--- src/rtl/bcd_serial_accum_pkg.sv ---
// Shared encodings and helpers for the serial BCD accumulator.
// Digit width, command opcodes, FSM state encoding and an operand digit check.
package bcd_serial_accum_pkg;

    localparam int BCD_W = 4;

    typedef enum logic [1:0] {
        OP_ADD   = 2'b00,
        OP_LOAD  = 2'b01,
        OP_CLEAR = 2'b10,
        OP_RSVD  = 2'b11
    } op_e;

    // Two bits wide so the unused encodings stay reachable and get recovered.
    typedef enum logic [1:0] {
        ST_IDLE = 2'b00,
        ST_ADD  = 2'b01
    } state_e;

    // True when every one of the low n digits of v is in 0..9.
    function automatic logic bcd_is_valid(input logic [31:0] v, input int n);
        logic ok;
        ok = 1'b1;
        for (int i = 0; i < 8; i++) begin
            if (i < n && v[i*BCD_W +: BCD_W] > 4'd9) ok = 1'b0;
        end
        return ok;
    endfunction

endpackage

--- src/rtl/bcd_serial_accum_digit_add.sv ---
// Combinational single-digit BCD adder: a + b + cin with decimal correction.
import bcd_serial_accum_pkg::*;

module bcd_digit_add (
    input  logic [BCD_W-1:0] a,
    input  logic [BCD_W-1:0] b,
    input  logic             cin,
    output logic [BCD_W-1:0] sum,
    output logic             cout
);

    logic [4:0] s;
    logic [4:0] s_adj;

    always_comb begin
        s     = 5'(a) + 5'(b) + 5'(cin);
        s_adj = s + 5'd6;
        if (s > 5'd9) begin
            sum  = s_adj[3:0];
            cout = 1'b1;
        end else begin
            sum  = s[3:0];
            cout = 1'b0;
        end
    end

endmodule

--- src/rtl/bcd_serial_accum.sv ---
// Packed-BCD accumulator with ADD (one digit per cycle, LSD first), LOAD and CLEAR.
// The accumulator only updates at command completion, so ADD is atomic to observers.
import bcd_serial_accum_pkg::*;

module bcd_serial_accum #(
    parameter int DIGITS = 4
) (
    input  logic                    clk,
    input  logic                    rst_n,
    input  logic                    in_valid,
    output logic                    in_ready,
    input  logic [1:0]              in_op,
    input  logic [BCD_W*DIGITS-1:0] in_bcd,
    output logic [BCD_W*DIGITS-1:0] acc,
    output logic                    acc_ovf,
    output logic                    done,
    output logic                    err,
    output logic                    busy
);

    localparam int IDX_W = (DIGITS > 1) ? $clog2(DIGITS) : 1;

    state_e                             state_q, state_d;
    logic [DIGITS-1:0][BCD_W-1:0]       acc_q, acc_d;
    logic [DIGITS-1:0][BCD_W-1:0]       opnd_q, opnd_d;
    logic [DIGITS-1:0][BCD_W-1:0]       work_q, work_d;
    logic [IDX_W-1:0]                   idx_q, idx_d;
    logic                               carry_q, carry_d;
    logic                               ovf_q, ovf_d;
    logic                               done_q, done_d;
    logic                               err_q, err_d;
    logic                               busy_q, busy_d;

    logic [BCD_W-1:0] dig_sum;
    logic             dig_cout;
    logic             in_ok;

    // One adder, time-shared across digits by the running index.
    bcd_digit_add u_digit_add (
        .a    (acc_q[idx_q]),
        .b    (opnd_q[idx_q]),
        .cin  (carry_q),
        .sum  (dig_sum),
        .cout (dig_cout)
    );

    assign in_ok = bcd_is_valid(32'(in_bcd), DIGITS);

    always_comb begin
        state_d = state_q;
        acc_d   = acc_q;
        opnd_d  = opnd_q;
        work_d  = work_q;
        idx_d   = idx_q;
        carry_d = carry_q;
        ovf_d   = ovf_q;
        busy_d  = busy_q;
        done_d  = 1'b0;
        err_d   = 1'b0;
        case (state_q)
            ST_IDLE: begin
                if (in_valid) begin
                    case (op_e'(in_op))
                        OP_ADD: begin
                            if (in_ok) begin
                                opnd_d  = in_bcd;
                                work_d  = '0;
                                idx_d   = '0;
                                carry_d = 1'b0;
                                busy_d  = 1'b1;
                                state_d = ST_ADD;
                            end else begin
                                err_d = 1'b1;
                            end
                        end
                        OP_LOAD: begin
                            if (in_ok) begin
                                acc_d  = in_bcd;
                                ovf_d  = 1'b0;
                                done_d = 1'b1;
                            end else begin
                                err_d = 1'b1;
                            end
                        end
                        OP_CLEAR: begin
                            acc_d  = '0;
                            ovf_d  = 1'b0;
                            done_d = 1'b1;
                        end
                        default: err_d = 1'b1;
                    endcase
                end
            end
            ST_ADD: begin
                work_d[idx_q] = dig_sum;
                carry_d       = dig_cout;
                if (idx_q == IDX_W'(DIGITS - 1)) begin
                    // Final digit: commit the whole sum in one edge.
                    acc_d   = work_d;
                    ovf_d   = ovf_q | dig_cout;
                    done_d  = 1'b1;
                    busy_d  = 1'b0;
                    idx_d   = '0;
                    state_d = ST_IDLE;
                end else begin
                    idx_d = idx_q + 1'b1;
                end
            end
            default: begin
                busy_d  = 1'b0;
                state_d = ST_IDLE;
            end
        endcase
    end

    always_ff @(posedge clk or negedge rst_n) begin
        if (!rst_n) begin
            state_q <= ST_IDLE;
            acc_q   <= '0;
            opnd_q  <= '0;
            work_q  <= '0;
            idx_q   <= '0;
            carry_q <= 1'b0;
            ovf_q   <= 1'b0;
            done_q  <= 1'b0;
            err_q   <= 1'b0;
            busy_q  <= 1'b0;
        end else begin
            state_q <= state_d;
            acc_q   <= acc_d;
            opnd_q  <= opnd_d;
            work_q  <= work_d;
            idx_q   <= idx_d;
            carry_q <= carry_d;
            ovf_q   <= ovf_d;
            done_q  <= done_d;
            err_q   <= err_d;
            busy_q  <= busy_d;
        end
    end

    assign in_ready = (state_q == ST_IDLE);
    assign acc      = acc_q;
    assign acc_ovf  = ovf_q;
    assign done     = done_q;
    assign err      = err_q;
    assign busy     = busy_q;

endmodule

--- config.mk ---
export PLATFORM = sky130hd
export DESIGN_NAME = bcd_serial_accum
export DESIGN_NICKNAME = d
export VERILOG_FILES = /design/src/rtl/bcd_serial_accum_pkg.sv /design/src/rtl/bcd_serial_accum_digit_add.sv /design/src/rtl/bcd_serial_accum.sv
export SDC_FILE = /design/constraint.sdc
export NUM_CORES = 1
export LEC_CHECK = 0
export ABC_AREA = 1
export BUFFER_PORTS_ARGS = -buffer_cell sky130_fd_sc_hd__buf_2
export CAP_MARGIN = 20
export CORE_ASPECT_RATIO = 1.1
export CORE_UTILIZATION = 62
export DETAILED_ROUTE_END_ITERATION = 10
export PLACE_DENSITY_LB_ADDON = 0.25
export SYNTH_ARGS = -nofsm -noshare
export SYNTH_HDL_FRONTEND = slang
export SYNTH_SLANG_ARGS = --single-unit
--- constraint.sdc ---
create_clock -name clk -period 5 [get_ports clk]
set_clock_uncertainty 0.15 [all_clocks]
set_input_delay 1 -clock clk [delete_from_list [all_inputs] [get_ports clk]]
set_output_delay 1 -clock clk [all_outputs]
set_load 0.05 [all_outputs]
==> run metrics, run 1 <==
fin. max-slew vios 0; DIE HEIGHT 75.1 um; syn_nets 420; Yosys reg bits 55; Critical Path RT 5.08 ns; largest net degree at the start of global routing 56; die footprint 5140 um^2; IO Port Bufs 41; Total GRT Usage 0.315; IO Count 42; # rows 26; mean cell area of the mapped netlist 7.81 um^2; Placer Congestion 0.887; CTS root buffer clkbuf_8; synth warn 0; Synth area leaders dfrtp_1 (46%), nand2_1 (11%), a21oi_1 (6.8%); Post-Syn Area 3010 um^2; slew margin rel. 0.500; fill cell count around 370; WL/cell 15.8 um; TritonCTS Buffers 5; share of the synthesized area in the top cell type 0.457; cts hold-fix bufs 0; Clock transition at path regs approximately 0.090 ns; Starting Density 0.648; core area 4650 um^2; first-pass GRT wire length between 10 and 15 mm; post-DP HPWL 5.45 mm; Initial DRC Count 321; area of the multi-input gates 1410 um^2; antenna violations before repair 0; DRT Wirelength 7.60 mm; buffer depth of the longest clock path 2; count of final setup violators 0; critical-path maximum fanout 20; DRC 0; CP dominant cell by count nand2_1; Ant. Diodes 0; Synth-to-Final Area Change 10.4%; fmax 242 MHz; max cap viols 0; CP Depth 14; outcome completed; slowest stage cell, crit path dfrtp_1; worst slew pin tran about 0.75 ns; buffers and inverters on the worst path 2; clock sinks 55; Final nets 458; Reg2Reg Depth 14; CP cell instances clkinv_1, o21ai_0, o22ai_1, fa_1, fa_1, inv_1, ha_1, a21oi_1, nand2_1, nand2_2, nand2_1, nand3_1, nand2_1, a21oi_1; Min-Delay Path Depth 2; worst skew pair latency between 0.3 and 0.4 ns; vias in the first global route 2362; Final Hold Vio Count 0; Synth area leader dfrtp_1; H-tree depth 2; Post-Route Setup TNS 0 ns; Gate Count Post-Synth ~390; placed insts 473; post-synth cell types 27; sequential area share after synthesis 0.457; Final Non-Filler Cells between 400 and 500; Vias/cell 5.88; CP startpoint kind flip-flop; WS Path Type flip-flop to flip-flop; Top delay family on crit path adder cells; HP Class flip-flop to flip-flop; Routed Antenna Nets 0; post-layout instance area 3330 um^2; DR pass1 iterations 5; unrepaired setup endpoints after global routing no; min Tclk post-route 4.13 ns; arrival time worst endpoint between 4 and 5 ns; Sequential Area 1380 um^2; CP Capture Type flip-flop; DR vias 2823; CTS tree yes; Post-CTS Setup Bufs 0; post-layout util 0.715; CP peak stage delay roughly 0.74 ns; post-cts repair resize count 0; Die X 68.5 um; final worst path period share 0.825; total gr overflow 0; placed cell area between 3000 and 4000 um^2; layout cell share with drive strength beyond 1 0.142
## cell families after synthesis
logic type	share of synthesized area
AND/OR/NAND/NOR	0.242
AO/OA/AOI/OAI	0.166
flip-flops	0.457
buffers and inverters	0.0768
adder cells (fa/ha/maj)	0.0589
## path summary, 6_finish.rpt
kind                            startpoint   endpoint  slack [ns]
worst max-delay path              idx_q[0]    acc[13]        0.87
worst min register to register   opnd_q[6]  opnd_q[6]        0.34
min in group asynchronous            rst_n  opnd_q[8]        0.66
worst max register to register    idx_q[0]    acc[13]        0.87
worst min-delay path             opnd_q[6]  opnd_q[6]        0.34
max in group asynchronous            rst_n     acc[2]        3.60
## stage by stage
step / setup WS (ns) / hold slack, ns
6_report: 0.873 / 0.339
3_3_place_gp: 1.18 / 0.309
2_1_floorplan: 1.84 / 0.287
3_5_place_dp: 1.03 / 0.315
5_1_grt: 0.569 / 0.360
4_1_cts: 0.993 / 0.338
## state kept, by name (all words and copies together) (netlist names)
| register | count |
|---|---|
| opnd_q | 16 |
| busy | 1 |
| idx_q | 2 |
| err | 1 |
| acc_ovf | 1 |
| work_q | 16 |
| done | 1 |
| acc | 16 |
| carry_q | 1 |
## tightest hold or removal path: cells and delay by family (launching register included)
| kind | cells | cell delay (ns) |
|---|---|---|
| DFF | 1 | 0.36 |
| and+or+nand+nor | 2 | 0.10 |
## per-layer routing
metal / routed length [um] / GRT usage
met4: 211 / 0.120
met3: 548 / 0.0636
met2: 3510 / 0.465
met5: 0 / 0
met1: 3340 / 0.456
## cell usage in the layout (no fill, tap or decap), types with 3 or more instances in the layout
cell type / synthesis / routed
o21ai_1: 5 / 5
nand3_1: 32 / 32
buf_2: 3 / 41
ha_1: 11 / 11
clkbuf_8: 0 / 5
o21a_1: 3 / 3
inv_2: 3 / 3
nand2_2: 3 / 3
a21oi_1: 41 / 41
o22ai_1: 8 / 8
nor2_1: 42 / 42
nand2_1: 86 / 86
inv_1: 36 / 36
dfrtp_1: 55 / 55
o21ai_0: 38 / 38
## cell usage after synthesis
cell and n:
or2_0 1, o22ai_1 8, fa_1 2, a21oi_1 41, inv_1 36, nand3_1 32, nor2_2 1, nor2_1 42
buf_1 1, buf_4 1, o21ai_0 38, nand3_4 2, a22oi_1 1, clkinv_1 2, buf_6 3, nand3_2 1
dfrtp_1 55, ha_1 11, inv_4 1, inv_2 3, nand2_2 3, o21a_1 3, clkbuf_1 3, nor2_4 1
o21ai_1 5, nand2_1 86, buf_2 3
## layout make-up
| type | instances | area share |
|---|---|---|
| multi-input combinational | 278 | 0.423 |
| sequential | 55 | 0.414 |
| timing repair buffer | 42 | 0.0639 |
| inverter | 42 | 0.0481 |
| clock buffer | 6 | 0.0218 |
| tap | 56 | 0.0211 |
| clock inverter | 1 | 0.00902 |
Power of run 1 is not shown: default switching activity piles up to over one toggle a cycle in this logic, so the estimate is an artifact.
==> inputs of run 2 (changes only) <==
--- a/config.mk
+++ b/config.mk
@@ -5,11 +5,11 @@
 export SDC_FILE = /design/constraint.sdc
 export NUM_CORES = 1
 export LEC_CHECK = 0
-export ABC_AREA = 1
+export ABC_AREA = 0
 export BUFFER_PORTS_ARGS = -buffer_cell sky130_fd_sc_hd__buf_2
 export CAP_MARGIN = 20
 export CORE_ASPECT_RATIO = 1.1
-export CORE_UTILIZATION = 62
+export CORE_UTILIZATION = 52
 export DETAILED_ROUTE_END_ITERATION = 10
 export PLACE_DENSITY_LB_ADDON = 0.25
 export SYNTH_ARGS = -nofsm -noshare
==> constraint.sdc (replaced) <==
create_clock -name clk -period 3.4 [get_ports clk]
set_clock_uncertainty 0.15 [all_clocks]
set_input_delay 0.68 -clock clk [delete_from_list [all_inputs] [get_ports clk]]
set_output_delay 0.68 -clock clk [all_outputs]
set_load 0.05 [all_outputs]
==> run 2 against run 1 <==
Effect of this change:
- fmax grew 24%
- flip-flop and latch count down 1
- count of clock-buffer cells in the layout fell by 1
- wire length increased by 3.7%
- utilization is 5.0 points lower
- non-clock buffer count up 15
- synthesized cell count fell by 23%
- critical path type unchanged
- final cell count fell by 12%
- area after synthesis is 0.71% higher
- first-iteration DRC count fell by 16%
- critical path depth is 5 lower
==> run metrics, run 2 <==
outcome completed; Starting Density 0.552 (-0.0961); worst setup path end acc[11]; die footprint 6150 um^2 (+19%); DRT Wirelength 7.89 mm (+3.7%); HP Class input port to asynchronous set/reset pin; fill cell count 422 (+14%); WL/cell 18.6 um (+18%); dpl ws -0.160 ns (-1.19 ns); DR vias 2561 (-9.3%); DR pass1 iterations 6 (+1); fmax 300 MHz (+24%); max cap viols 0 (unchanged); worst slew pin tran 0.715 ns (-0.0351 ns); vias in the first global route 2545 (+7.7%); worst r2r src idx_q[0]; mean cell area of the mapped netlist 10.2 um^2 (+31%); top cells by count, synth dfrtp_1 (54), nand2_1 (43), nor2_1 (27); final worst path period share 0.982 (+0.157); CTS tree yes; arrival time worst endpoint 3.37 ns (-0.84 ns); leading cell type in the layout, fill and taps excluded dfrtp_1; IO Port Bufs 41 (unchanged); slew margin rel. 0.522 (+0.0228); DIE HEIGHT 82.1 um (+9.3%); TritonCTS Buffers 5 (unchanged); Die X 74.8 um (+9.3%); Final nets 381 (-17%); Top FF cell, synth dfrtp_1; first-pass GRT wire length 12.7 mm (+8.3%); Clock transition at path regs 0.10 ns (about the same); Placer Congestion 0.914 (+3.1%); Synth area leader dfrtp_1; clock sinks 54 (-1.8%); Worst Setup SP idx_q[0]; min Tclk post-route 3.34 ns (-0.788 ns); unrepaired setup endpoints after global routing yes; post-synth cell types 47 (+74%); Yosys reg bits 54 (-1.8%); # rows 28 (+7.7%); worst skew pair latency 0.32 ns (about the same); Synth-to-Final Area Change 20.6%; antenna violations before repair 0 (unchanged); total gr overflow 0 (unchanged); Synth area leaders dfrtp_1 (45%), mux2_2 (5.9%), mux4_2 (5.9%); syn_nets 331 (-21%); Reg2Reg Depth 9 (-5); H-tree depth 2 (unchanged); most frequent cell after synthesis dfrtp_1; fin. max-slew vios 0 (unchanged); Post-Syn Area 3040 um^2 (+0.71%); Gate Count Post-Synth 297 (-23%); buffer depth of the longest clock path 2 (unchanged); Routed Antenna Nets 0 (unchanged); largest net degree at the start of global routing 47 (-16%); WS Path Type flip-flop to flip-flop; post-DP HPWL 5.53 mm (+1.4%); setup slack, reg-to-reg 0.06 ns (-0.81 ns); IO Count 42 (unchanged); Initial DRC Count 270 (-16%); count of final setup violators 0 (unchanged); DRC 0 (unchanged); asr flop ratio synth 1.00 (unchanged); CTS root buffer clkbuf_8; layout cell share with drive strength beyond 1 0.325 (+0.183); Ant. Diodes 0 (unchanged); placed cell area 3410 um^2 (+5.7%); critical-path maximum fanout 5 (-75%); CP Capture Type flip-flop; core area 5500 um^2 (+18%); most frequent cells in the layout dfrtp_1 (53), nand2_1 (43), buf_2 (41); post-layout instance area 3660 um^2 (+10%); worst flop-to-flop path endpoint acc[11]; Vias/cell 6.05 (+2.9%); synth warn 0 (unchanged); sequential area share after synthesis 0.445 (-0.0114); share of the synthesized area in the top cell type 0.445 (-0.0114); number of flops mapped to enable cells by yosys 0 (unchanged); Final Hold Vio Count 0 (unchanged); Setup WS post-layout 0.0615 ns (-0.812 ns); Critical Path RT 3.43 ns (-1.65 ns); Total GRT Usage 0.285 (-0.0303); CP startpoint kind flip-flop
## run 2: cell type report
cell class,instances,area [um^2],area share
Multi-Input combinational cell,216,1710,0.467
Sequential cell,54,1350,0.370
Timing Repair Buffer,57,338,0.0923
Tap cell,75,93.8,0.0256
Clock buffer,5,68.8,0.0188
Inverter,13,51.3,0.0140
Clock inverter,3,45.0,0.0123
## run 2: routing by layer
| layer | share of wire | global-route usage |
|---|---|---|
| met4 | 0.0094 | 0.0962 |
| met2 | 0.50 | 0.442 |
| met5 | 0 | 0 |
| met1 | 0.43 | 0.408 |
| met3 | 0.064 | 0.0473 |
## run 2: worst min path at each step
stage | cells past startpoint | slack [ns] | endpoint | startpoint
2_1_floorplan | 0 | 0.23 | acc[0] | rst_n
3_3_place_gp | 2 | 0.30 | work_q[15] | work_q[15]
3_5_place_dp | 2 | 0.31 | work_q[7] | work_q[7]
4_1_cts | 2 | 0.33 | work_q[15] | work_q[15]
5_1_grt | 1 | 0.03 | done | rst_n
6_report | 1 | 0.02 | acc[6] | rst_n
## run 2: cells by family (layout without fill, tap and decap cells)
logic type / Yosys count / in the layout / synth area share
multiplexers: 32 / 32 / 0.145
AND/OR/NAND/NOR: 97 / 97 / 0.145
adder cells (fa/ha/maj): 13 / 13 / 0.0585
AO/OA/AOI/OAI: 72 / 73 / 0.166
flip-flops: 54 / 54 / 0.445
XOR/XNOR: 1 / 1 / 0.00289
buffers and inverters: 28 / 78 / 0.0379
## run 2: what timing repair did
item | 4_1_cts | 5_1_grt
hold endpoints to repair | 0 | 0
setup endpoints to repair | 6 | 21
pin swaps | 0 | 11
buffers inserted | 0 | 0
hold buffers | 0 | 0
cloned | 0 | 1
gates resized for setup | 3 | 17
## run 2: critical path, cell delays in order (launching register included)
cell and delay (ns):
dfrtp_1 0.42, mux4_2 0.53, fa_2 0.40, fa_2 0.63, inv_4 0.05, ha_4 0.16
buf_4 0.15, o311a_4 0.41, a22oi_2 0.17, a31oi_1 0.11
## run 2: through the flow
step	TNS, ns	cells	hold WS, ns	util
after global placement	-0.0362	413	0.300	0.620
final	0	423	0.0233	0.665
after floorplan	-0.0268	297	0.234	-
after detailed placement	-0.233	413	0.306	0.620
after CTS	0	421	0.333	0.642
after global routing	-0.170	423	0.0312	0.665
Power of run 2 is left out for the same reason.
